--- src/rtl/ln_log2_norm.sv ---
// ln_log2_norm: pipelined log2 approximation of an unsigned fixed-point sample.
// The result is the leading-one position as a signed integer field plus the
// bits directly below the leading one as a fraction field.
//
// Optional feature macro: LN_LOG2_NORM_ROUND_EN
//   defined   -> fraction rounded to nearest (half up) using the bit below f
//   undefined -> fraction truncated
// Latency is 3 cycles either way.
//
// Ports:
//   clk       : clock, rising edge
//   rst       : asynchronous active-low reset
//   in_valid  : input sample present
//   in_ready  : sample accepted this cycle (combinational, depends on out_ready)
//   in_data   : unsigned x, FRAC_W fraction bits
//   in_tag    : sideband returned with the result
//   out_valid : result present
//   out_ready : downstream accepts result
//   out_data  : {e, f}; e signed (DATA_W-FRAC_W bits), f FRAC_W bits
//   out_zero  : sample was zero
//   out_tag   : tag of presented result
module ln_log2_norm #(
  parameter int unsigned DATA_W = 16,
  parameter int unsigned FRAC_W = 8,
  parameter int unsigned TAG_W  = 4
) (
  input  logic              clk,
  input  logic              rst,
  input  logic              in_valid,
  output logic              in_ready,
  input  logic [DATA_W-1:0] in_data,
  input  logic [TAG_W-1:0]  in_tag,
  output logic              out_valid,
  input  logic              out_ready,
  output logic [DATA_W-1:0] out_data,
  output logic              out_zero,
  output logic [TAG_W-1:0]  out_tag
);

  localparam int unsigned E_W = DATA_W - FRAC_W;
  localparam int unsigned P_W = $clog2(DATA_W);
`ifdef LN_LOG2_NORM_ROUND_EN
  // Keep one guard bit below the fraction for rounding.
  localparam int unsigned G_W = FRAC_W + 1;
`else
  localparam int unsigned G_W = FRAC_W;
`endif

  // Stage registers
  logic              s1_v;
  logic [DATA_W-1:0] s1_x;
  logic [P_W-1:0]    s1_p;
  logic [TAG_W-1:0]  s1_tag;

  logic              s2_v;
  logic [G_W-1:0]    s2_g;
  logic [E_W-1:0]    s2_e;
  logic              s2_z;
  logic [TAG_W-1:0]  s2_tag;

  // Each stage loads when empty or when its content leaves this cycle
  logic s1_ld, s2_ld, s3_ld;

  assign s3_ld    = !out_valid || out_ready;
  assign s2_ld    = !s2_v || s3_ld;
  assign s1_ld    = !s1_v || s2_ld;
  assign in_ready = s1_ld;

  // Leading-one detector: highest set bit wins
  logic [P_W-1:0] lod_p;

  always_comb begin
    lod_p = '0;
    for (int i = 0; i < int'(DATA_W); i++) begin
      if (in_data[i]) lod_p = P_W'(i);
    end
  end

  // S1: register sample with its leading-one position
  always_ff @(posedge clk or negedge rst) begin
    if (!rst) begin
      s1_v   <= 1'b0;
      s1_x   <= '0;
      s1_p   <= '0;
      s1_tag <= '0;
    end else if (s1_ld) begin
      s1_v <= in_valid;
      if (in_valid) begin
        s1_x   <= in_data;
        s1_p   <= lod_p;
        s1_tag <= in_tag;
      end
    end
  end

  // S2 combinational: normalise so the leading one sits at the MSB, keep the
  // fraction (and guard) bits below it; the leading one itself is dropped.
  logic [P_W-1:0] sh_amt;
  logic [G_W-1:0] g_nx;
  logic [E_W-1:0] e_nx;
  logic           z_nx;

  assign sh_amt = P_W'(DATA_W - 1) - s1_p;
  assign g_nx   = G_W'((s1_x << sh_amt) >> (DATA_W - 1 - G_W));
  assign e_nx   = E_W'(int'(s1_p) - int'(FRAC_W));
  assign z_nx   = ~|s1_x;

  always_ff @(posedge clk or negedge rst) begin
    if (!rst) begin
      s2_v   <= 1'b0;
      s2_g   <= '0;
      s2_e   <= '0;
      s2_z   <= 1'b0;
      s2_tag <= '0;
    end else if (s2_ld) begin
      s2_v <= s1_v;
      if (s1_v) begin
        s2_g   <= g_nx;
        s2_e   <= e_nx;
        s2_z   <= z_nx;
        s2_tag <= s1_tag;
      end
    end
  end

  // S3 combinational: round or truncate, then pack
  logic [FRAC_W-1:0] f_r;
  logic [E_W-1:0]    e_r;
  logic [DATA_W-1:0] data_nx;

`ifdef LN_LOG2_NORM_ROUND_EN
  logic [FRAC_W:0] f_sum;

  // A carry out of the fraction bumps the exponent and leaves f = 0
  assign f_sum = {1'b0, s2_g[G_W-1:1]} + (FRAC_W + 1)'(s2_g[0]);
  assign f_r   = f_sum[FRAC_W-1:0];
  assign e_r   = s2_e + E_W'(f_sum[FRAC_W]);
`else
  assign f_r = s2_g;
  assign e_r = s2_e;
`endif

  // Zero input maps to most negative e with f = 0
  assign data_nx = s2_z ? {1'b1, (DATA_W - 1)'(0)} : {e_r, f_r};

  always_ff @(posedge clk or negedge rst) begin
    if (!rst) begin
      out_valid <= 1'b0;
      out_data  <= '0;
      out_zero  <= 1'b0;
      out_tag   <= '0;
    end else if (s3_ld) begin
      out_valid <= s2_v;
      if (s2_v) begin
        out_data <= data_nx;
        out_zero <= s2_z;
        out_tag  <= s2_tag;
      end
    end
  end

endmodule

--- config.mk ---
export PLATFORM = sky130hd
export DESIGN_NAME = ln_log2_norm
export DESIGN_NICKNAME = d
export VERILOG_FILES = /design/src/rtl/ln_log2_norm.sv
export SDC_FILE = /design/constraint.sdc
export NUM_CORES = 1
export LEC_CHECK = 0
export CAP_MARGIN = 20
export CORE_MARGIN = 4
export CORE_UTILIZATION = 48
export CTS_BUF_LIST = sky130_fd_sc_hd__clkbuf_16
export CTS_CLUSTER_DIAMETER = 80
export DETAILED_ROUTE_END_ITERATION = 7
export GPL_ROUTABILITY_DRIVEN = 0
export PLACE_DENSITY_LB_ADDON = 0.15
export SYNTH_ARGS = -nofsm -noshare
export SYNTH_HDL_FRONTEND = slang
export SYNTH_SLANG_ARGS = --single-unit
--- constraint.sdc ---
create_clock -name clk -period 1.7 [get_ports clk]
set_clock_uncertainty 0.1 [all_clocks]
set_input_delay 0.51 -clock clk [delete_from_list [all_inputs] [get_ports clk]]
set_output_delay 0.51 -clock clk [all_outputs]
set_load 0.02 [all_outputs]
==> run metrics <==
Row Count=28; slowest CP cell=dfrtp_2; io pins=47; largest net degree at the start of global routing=63; DR top layer=met4; overall power=roughly 5.1 mW; detailed router's first-iteration violation count=123; Detail Placement HPWL=roughly 4.7 mm; sequential share of power=0.383; DR vias/cell=5.27; Comb pwr share=0.280; total CTS buffers=9; Peak supply drop=approximately 0.00068 V; run status=finished with violations; top post-synthesis cells by area=dfrtp_1 51%, nand2_1 13%, nand2b_1 3.9%; Unique masters post-synth=38; routed len/inst=13.9 um; post-synth top area share=0.508; slowest stage delay, CP=0.44 ns; nets=449; HP Class=input port to async pin; worst reg2reg path depth=7; Synth Warn #=0; NetSw=1.51 mW; WS Path Type=register to register; worst hold margin=0.0878 ns; Post-Syn Nets=351; CP max FO=6; Final Worst Setup Slack=-0.0823 ns; RSZ-0062 raised after global routing=yes; Crit path depth=7; clk slew on worst S/H paths=around 0.050 ns; Core Box Area=0.00606 mm^2; switching share of power=0.295; critical-path cell list=buf_8, buf_4, mux2i_4, mux2i_2, nor2_1, a2111oi_4, a211o_1; final hold violation count=0; Rel. slew slack=0.657; Least-Margin Pin Slew=0.514 ns; FF+latch count, synth=62; Buffers on Ports=between 40 and 50; Synth Instances=327; number of diodes=0; Congestion Overflow GR=0; Final Max Tran Viols=0; Pleak=2.13 nW; final WL=7.02 mm; Max clock buf depth=2; die area=about 0.0077 mm^2; met3 WL=298 um; vias in the first global route=approximately 2500; crit share post-route=1.05; Die W=87.7 um; Routed met1 length=slightly below 3 mm; max cap viols=0; Setup Viol. Count Final=3; internal power=between 3 and 4 mW; area leader, netlist=dfrtp_1; Final Instance Area=0.00436 mm^2; r2r startpoint=s1_p[0]; Clk network pwr share=0.336; Die Y=87.7 um; Power Density=between 1000 and 1500 mW/mm^2; syn avg cell area=9.33 um^2; clock sinks=62; CP startpoint=s1_p[0]; crit end category=register; routed via count=~2700; fillcell total=482; failing checks=negative setup slack; Initial Util=0.504; Critical Path RT=approximately 1.8 ns; drt first pass iters=4; startpoint types=register; Worst path top cell family by delay=flip-flops; cell area after synthesis=a little over 0.003 mm^2; CP Capture Point=f_r[7]; met2 wire len=~3.6 mm; TritonCTS clock tree=built; Area Overhead vs Synth=43.0%; R2R Path End=f_r[7]; Worst-Skew Late Latency=roughly 0.32 ns; min Tclk post-route=1.78 ns; H-tree depth=3; Reg2Reg Setup Slack=-0.08 ns; Worst Path Buf+Inv=2; antenna-violating nets left=0; max frequency=0.561 GHz; GRT Overall Usage=0.196; register area share after synthesis=0.508; Critical Path AT=about 1.9 ns; CTS root buffer=clkbuf_16; Placed Area=0.00393 mm^2; initial antenna violation count=0; ratio of cells with drive above 1 in the final layout=0.256; drt drc=0; first-pass GRT wire length=roughly 12 mm
==> per-stage QoR <==
stage | worst slack (ns) | setup TNS (ns) | std cells | utilization
2_1_floorplan | -0.0440 | -0.477 | 327 | -
3_3_place_gp | -0.690 | -13.23 | 478 | 0.648
3_5_place_dp | -0.688 | -14.25 | 478 | 0.648
4_1_cts | -0.235 | -0.333 | 498 | 0.704
5_1_grt | -0.152 | -0.547 | 505 | 0.720
6_report | -0.0823 | -0.216 | 505 | 0.720
==> routing by layer <==
layer / GRT usage / up-vias
met2: 0.326 / 68
li1: - / 1313
met1: 0.242 / 1266
met4: 0.103 / 0
met3: 0.0367 / 14
met5: 0 / -
==> cell families after synthesis <==
| logic type | share of synthesized area |
|---|---|
| mux | 0.110 |
| flops | 0.508 |
| compound gates | 0.109 |
| simple gates | 0.232 |
| buf+inv | 0.0410 |
==> cell usage in the layout, fill, tap and decap left out, types with 2 or more instances in the layout <==
cell type,count
a21oi_1,8
a31oi_1,8
and2_1,2
buf_12,4
buf_4,54
buf_6,5
clkbuf_16,9
clkdlybuf4s15_1,4
clkdlybuf4s50_1,21
clkinv_2,4
dfrtp_1,60
dfrtp_2,2
dlygate4sd2_1,18
inv_1,5
mux2_2,5
mux2_4,3
mux2i_1,7
mux2i_2,2
mux4_2,6
nand2_1,102
nand2_2,3
nand2b_1,19
nand3_1,4
nor2_1,20
nor3_1,2
nor4_1,6
o21ai_0,20
o31ai_1,3
==> final cells by class <==
type                            instances  area (um^2)  area share
Sequential cell                        62         1550       0.356
Inverter                                3         11.3     0.00258
Tap cell                               75         93.8      0.0215
Clock buffer                            9          225      0.0516
Timing Repair Buffer                  109          982       0.225
Multi-Input combinational cell        240         1440       0.330
Clock inverter                          7         57.6      0.0132
==> sequential cells by signal, indices dropped and copies added (netlist names), 4 cells and up <==
name	count
s1_p	4
out_tag	4
e_r	4
s2_tag	4
f_r	8
s1_tag	4
s1_x	16
out_data	13
==> worst min path at each step <==
stage / startpoint / end / slack, ns / cells past startpoint
3_3_place_gp: s1_tag[2] / s2_tag[2] / 0.35 / 2
3_5_place_dp: s2_tag[2] / s2_tag[2] / 0.36 / 2
4_1_cts: rst / out_data[7] / 0.1 / 2
5_1_grt: rst / out_valid / 0.11 / 2
6_report: rst / out_data[7] / 0.09 / 2
2_1_floorplan: rst / e_r[0] / 0.11 / 0
==> synth_stat cells (all sizes together) <==
cell / count
nor2: 21
o21ai: 21
nand2: 105
mux4: 6
mux2i: 10
inv: 3
a211oi: 1
nand4b: 1
o41ai: 1
o21bai: 1
o31ai: 3
or3: 1
nand3: 4
nand2b: 19
nor3: 2
a2111oi: 1
nor4: 6
mux2: 8
buf: 9
nand4: 1
dfrtp: 62
o22ai: 1
a31o: 1
o311ai: 1
a211o: 1
nand3b: 1
and2: 3
a31oi: 8
a21oi: 9
a221oi: 1
a21boi: 1
o221a: 1
clkbuf: 13
==> power groups by stage <==
stage / Sequential (mW) / Combinational, mW / Clock (mW)
2_1_floorplan: 2.08 / 0.624 / 0
3_3_place_gp: 1.96 / 1.35 / 0
3_5_place_dp: 1.98 / 1.38 / 0
4_1_cts: 1.96 / 1.37 / 1.76
5_1_grt: 2.00 / 1.58 / 1.83
6_report: 1.96 / 1.44 / 1.72
==> timing repair <==
| action | in CTS | in global routing |
|---|---|---|
| pin swaps | 8 | 8 |
| buffers inserted | 4 | 8 |
| gates resized for setup | 50 | 16 |
| endpoints found under the setup margin | 28 | 33 |
| hold buffers | 0 | 0 |
No activity file was read; power rests on OpenSTA's default activity.
